$ cat config.mk
export PLATFORM = sky130hd
export DESIGN_NAME = interrupt_controller
export DESIGN_NICKNAME = d
export VERILOG_FILES = /design/src/rtl/interrupt_controller.sv
export SDC_FILE = /design/constraint.sdc
export NUM_CORES = 1
export LEC_CHECK = 0
export CELL_PAD_IN_SITES_DETAIL_PLACEMENT = 1
export CELL_PAD_IN_SITES_GLOBAL_PLACEMENT = 2
export CORE_ASPECT_RATIO = 1.5
export CORE_MARGIN = 5
export CORE_UTILIZATION = 35
export DETAILED_ROUTE_END_ITERATION = 10
export PLACE_DENSITY = 0.77
export SETUP_SLACK_MARGIN = 0.02
export SYNTH_ARGS = -nofsm -noshare
export SYNTH_HDL_FRONTEND = slang
export SYNTH_SLANG_ARGS = --single-unit
export TNS_END_PERCENT = 1
$ cat constraint.sdc
create_clock -name CLK -period 1.8 [get_ports CLK]
set_input_delay 0.36 -clock CLK [delete_from_list [all_inputs] [get_ports CLK]]
set_output_delay 0.36 -clock CLK [all_outputs]
set_load 0.005 [all_outputs]
$ cat src/rtl/interrupt_controller.sv
// -----------------------------------------------------------------------------
// interrupt_controller
//
// Multi-channel interrupt controller in front of the MCU control unit.
// Synchronises up to 8 asynchronous request lines and applies a per-channel
// mask and edge/level mode. Eligible requests are arbitrated by fixed priority
// (bit 0 highest). One registered INTR request goes to the control unit, and
// the winning channel index is held for the ISR.
//
// Register map (port I/O bus, BASE_ID..BASE_ID+3):
//   +0 MASK     R/W  1 = channel enabled
//   +1 MODE     R/W  1 = rising-edge, 0 = level
//   +2 PENDING  R    level bits follow the synchronised line;
//                    edge bits are latched, write 1 to clear
//   +3 VECTOR   R    {busy, in_service, 3'b0, ACTIVE_CH}; any write = EOI
//
// Ports:
//   CLK        system clock, rising edge
//   RESET      asynchronous active-high reset, clears all state
//   IRQ_IN     asynchronous request lines (NUM_CH bits)
//   PORT_ID    I/O address from the MCU
//   OUT_PORT   write data from the MCU
//   IO_STRB    one-cycle write strobe
//   INTR_ACK   one-cycle pulse when the control unit enters the interrupt cycle
//   RD_DATA    combinational read data (0 when RD_HIT is low)
//   RD_HIT     PORT_ID decodes to one of the four registers
//   INTR       registered interrupt request
//   ACTIVE_CH  registered index of the requested / in-service channel
// -----------------------------------------------------------------------------
module interrupt_controller #(
  parameter int         NUM_CH      = 8,
  parameter logic [7:0] BASE_ID     = 8'hF0,
  parameter int         SYNC_STAGES = 2
) (
  input  logic              CLK,
  input  logic              RESET,
  input  logic [NUM_CH-1:0] IRQ_IN,
  input  logic [7:0]        PORT_ID,
  input  logic [7:0]        OUT_PORT,
  input  logic              IO_STRB,
  input  logic              INTR_ACK,
  output logic [7:0]        RD_DATA,
  output logic              RD_HIT,
  output logic              INTR,
  output logic [2:0]        ACTIVE_CH
);

  typedef enum logic [1:0] {IDLE, REQ, SERVICE} state_t;

  state_t                             state;
  logic [SYNC_STAGES-1:0][NUM_CH-1:0] sync_q;
  logic [NUM_CH-1:0]                  irq_s, irq_d, irq_rise;
  logic [NUM_CH-1:0]                  mask, mode, pend_edge;
  logic [NUM_CH-1:0]                  pending, eligible;
  logic [NUM_CH-1:0]                  mask_nxt, mode_nxt, pend_clr, pend_nxt;
  logic [7:0]                         offs;
  logic [1:0]                         reg_sel;
  logic                               wr_en, ack_take, eoi, any_elig;
  logic [7:0]                         ack8, elig8, mask8, mode8, pend8;
  logic [2:0]                         winner;

  // ---- synchroniser outputs and edge detect ----
  assign irq_s    = sync_q[SYNC_STAGES-1];
  assign irq_rise = irq_s & ~irq_d;

  // ---- address decode (8-bit wrap keeps the window contiguous) ----
  assign offs    = PORT_ID - BASE_ID;
  assign RD_HIT  = (offs[7:2] == 6'd0);
  assign reg_sel = offs[1:0];
  assign wr_en   = IO_STRB & RD_HIT;
  assign eoi     = wr_en && (reg_sel == 2'd3);

  assign ack_take = (state == REQ) && INTR_ACK;
  assign ack8     = ack_take ? (8'b1 << ACTIVE_CH) : 8'd0;

  assign mask_nxt = (wr_en && reg_sel == 2'd0) ? OUT_PORT[NUM_CH-1:0] : mask;
  assign mode_nxt = (wr_en && reg_sel == 2'd1) ? OUT_PORT[NUM_CH-1:0] : mode;
  assign pend_clr = ((wr_en && reg_sel == 2'd2) ? OUT_PORT[NUM_CH-1:0] : '0)
                    | ack8[NUM_CH-1:0];
  // A new edge wins over a same-cycle clear; gating with the next MODE drops
  // the latch of any channel that is being switched to level.
  assign pend_nxt = mode_nxt & (irq_rise | (pend_edge & ~pend_clr));

  assign pending  = (mode & pend_edge) | (~mode & irq_s);
  assign eligible = pending & mask;
  assign any_elig = |eligible;

  // Lowest eligible index wins.
  always_comb begin
    winner = 3'd0;
    for (int i = NUM_CH - 1; i >= 0; i--) begin
      if (eligible[i]) winner = 3'(i);
    end
  end

  always_comb begin
    elig8 = '0;
    mask8 = '0;
    mode8 = '0;
    pend8 = '0;
    elig8[NUM_CH-1:0] = eligible;
    mask8[NUM_CH-1:0] = mask;
    mode8[NUM_CH-1:0] = mode;
    pend8[NUM_CH-1:0] = pending;
    RD_DATA = 8'd0;
    if (RD_HIT) begin
      case (reg_sel)
        2'd0:    RD_DATA = mask8;
        2'd1:    RD_DATA = mode8;
        2'd2:    RD_DATA = pend8;
        default: RD_DATA = {(state != IDLE), (state == SERVICE), 3'b000, ACTIVE_CH};
      endcase
    end
  end

  // ---- register stage: synchroniser, configuration, latched edges ----
  always_ff @(posedge CLK or posedge RESET) begin
    if (RESET) begin
      sync_q    <= '0;
      irq_d     <= '0;
      mask      <= '0;
      mode      <= '0;
      pend_edge <= '0;
    end else begin
      sync_q    <= {sync_q[SYNC_STAGES-2:0], IRQ_IN};
      irq_d     <= irq_s;
      mask      <= mask_nxt;
      mode      <= mode_nxt;
      pend_edge <= pend_nxt;
    end
  end

  // ---- request / service FSM with registered outputs ----
  always_ff @(posedge CLK or posedge RESET) begin
    if (RESET) begin
      state     <= IDLE;
      INTR      <= 1'b0;
      ACTIVE_CH <= 3'd0;
    end else begin
      case (state)
        IDLE: begin
          if (any_elig) begin
            ACTIVE_CH <= winner;
            INTR      <= 1'b1;
            state     <= REQ;
          end
        end
        REQ: begin
          // Priority is locked here: ACTIVE_CH is not re-evaluated.
          if (INTR_ACK) begin
            INTR  <= 1'b0;
            state <= SERVICE;
          end else if (!elig8[ACTIVE_CH]) begin
            INTR  <= 1'b0;
            state <= IDLE;
          end
        end
        SERVICE: begin
          INTR <= 1'b0;
          if (eoi) state <= IDLE;
        end
        default: begin
          INTR  <= 1'b0;
          state <= IDLE;
        end
      endcase
    end
  end

endmodule
==> results by group <==
Run status
  – Outcome: complete, but fails checks
  – Failing checks: setup timing

Synth
  – Seq cells post-synth: 54
  – Synth cell count leaders: dfrtp_1 (54), a21oi_1 (14), inv_1 (13), nand2_1 (13)
  – Most frequent cell after synthesis: dfrtp_1
  – Post-synth EDFFs: 0
  – Ys async rst share: 100%
  – Synth top area share: 52.6%
  – Cell Area, Synth: 0.00257 mm²
  – Sequential fraction of the synthesis area: 52.6%
  – Most used DFF post-synth: dfrtp_1
  – Area leader, netlist: dfrtp_1
  – Avg Inst Size Synth: 11.8 µm²
  – Synth Warn #: 0
  – Cell count after synthesis: 218
  – Top post-synthesis cells by area: dfrtp_1 (53%), mux2_4 (5.8%), mux2_2 (3.9%), nor2b_1 (2.9%), a21oi_1 (2.7%)
  – Netlist cell types: 44
  – Syn_nets: 246

Floorplan
  – Die height: 115 µm
  – Initial Utilization: 35.8%
  – # IOs: 41
  – Die Wd: 79.9 µm
  – Num rows: 38
  – Die area: 0.00918 mm²
  – Core footprint: 0.00718 mm²

Critical path
  – Worst path required time: 1440 ps
  – Maximum fanout along the worst path: 2
  – Worst R2R End: ACTIVE_CH[1]
  – Setup crit end kind: output port
  – R2r startpoint: mode[6]
  – Critical Path Source Type: flop
  – CP Class: reg -> out
  – Worst reg2reg path depth: 6
  – CP Data Arrival Time: 1740 ps
  – R2r setup slk: -10 ps

Detailed routing
  – WL per Instance: 17.9 µm
  – Final wirelength: 7330 µm
  – Initial drt markers: 44
  – # DRC: 0
  – Drt first pass iters: 4
  – Final ANT Viol Nets: 0
  – DR vias: 2,055
  – Via/cell ratio: 5.02

Finish
  – Final-layout fill cell count: 795
  – Layout cells sized above 1: 37.2%
  – Final net count: 336
  – Antenna cells: 0
  – P&R area growth vs syn: 43.3%
  – Design Area, Final: 0.00368 mm²
  – Post-Layout Cell Count: 409

Global routing
  – Largest net degree at the start of global routing: 42
  – First-pass GRT wire length: 11,700 µm
  – Total GRT Usage: 17.0%
  – GR Overflow Total: 0
  – Initial antenna violation count: 0
  – Vias in the first global route: 2,201

Place
  – Cells after DPL: 397
  – Worst slack, placed: -764 ps
  – GP Congestion: 0.779
  – Area after detailed placement: 0.00343 mm²
  – # port buffers: 40
  – DP HPWL: 5450 µm

STA
  – Hold Violations, Final: 0
  – Max frequency: 476 MHz
  – Setup TNS: -618 ps
  – Worst slew margin: 78.6%
  – Final setup fails: 5
  – Max Slew Vio Count: 0
  – Final Skew: 14.9 ps
  – Tmin final: 2100 ps
  – Period Utilization, post-route: 117%
  – Worst Max-Slew Pin Slew: 316 ps
  – RSZ-0062 raised after global routing: true
  – Final setup margin: -301 ps

Clock network
  – Clock Path Buffers: 2
  – Hold Buf Count CTS: 0
  – H-tree Lvls: 2
  – CTS Buf Count: 5
  – CTS tree: built
  – Clock sinks: 54
  – Worst-path clk slew: 100 ps
  – CTS Root Cell: clkbuf_8
  – Clock latency on the worst-skew pair: 320 ps

Pwr
  – Pwr Total: 3130 µW
  – Maximum VDD drop: 0.731 mV
  – Pwr Density: 850 mW/mm²
  – Total leakage power: 0.00172 µW

Run
  – Max cap viols: 0

Worst hold path
  – Hold WC Path Type: in -> async
[stage by stage]
stage               util [%]  hold slack, ps
detailed placement      47.8             337
floorplan                  -             331
global route            51.2             315
CTS                     50.8             297
finish                  51.2             296
global placement        47.8             332
[cell type report]
class	count	area (µm²)	share of cell area [%]
Sequential cell	54	1350	36.8
Multi-Input combinational cell	145	1230	33.3
Clock inverter	2	60.1	1.63
Inverter	13	48.8	1.33
Tap cell	100	125	3.40
Timing Repair Buffer	89	783	21.3
Clock buffer	6	82.6	2.24
[cells in the final DEF (no fill, tap or decap), types with 7 or more instances in the layout]
master,n
mux2_4,13
a21oi_1,14
o21a_1,7
dfrtp_1,53
inv_1,12
o21ai_0,11
nand2_1,10
clkdlybuf4s50_1,21
mux2_2,8
buf_4,42
nor2b_1,11
dlygate4sd2_1,10
[worst max-delay path: stages, from the launching register on]
cell and delay, ps:
dfrtp_1 400, mux2_4 310, mux4_2 460, and2_4 150, buf_6 110
[worst max-delay path by stage]
stage,start,end,slack (ps),cells after the start
floorplan,PORT_ID[3],mask[0],40,6
global placement,PORT_ID[1],RD_DATA[1],-740,7
detailed placement,PORT_ID[0],RD_DATA[5],-760,6
CTS,mode[6],RD_DATA[6],-320,4
global route,mode[6],RD_DATA[6],-370,4
finish,mode[6],RD_DATA[6],-300,4
[metal layers]
layer | track usage, % | up-vias | routed length (µm)
met5 | 0 | - | 0
met4 | 5.75 | 0 | 119
met3 | 3.21 | 7 | 300
met2 | 29.5 | 42 | 3830
met1 | 20.9 | 1037 | 3080
li1 | - | 969 | -
[power by group]
part	switching [µW]	total (µW)	internal, µW	leakage [µW]
Combinational	338	735	397	0.000955
Sequential	83.3	1390	1310	0.000689
Clock	407	1000	593	0.0000714
[cell families (layout without fill, tap and decap cells)]
group | after synthesis | after routing | share of synthesized area, %
DFF | 54 | 54 | 52.6
muxes | 30 | 30 | 15.3
AOI/OAI and AO/OA | 56 | 56 | 14.6
buffers and inverters | 19 | 110 | 2.83
and+or+nand+nor | 59 | 59 | 14.6
[registers in the layout, summed over array words and instances, names as in the netlist]
name,flops
mask,8
mode,8
INTR,1
irq_s,8
ACTIVE_CH,3
sync_q,8
pend_edge,8
irq_d,8
state,2
[timing repair]
item | 4_1_cts | 5_1_grt
endpoints found under the setup margin | 38 | 22
endpoints found under the hold margin | 0 | 0
buffers inserted | 2 | 1
gates cloned | 1 | 0
resized for setup | 62 | 12
pin swaps | 7 | 4
Power figures use the tool's default switching activity.
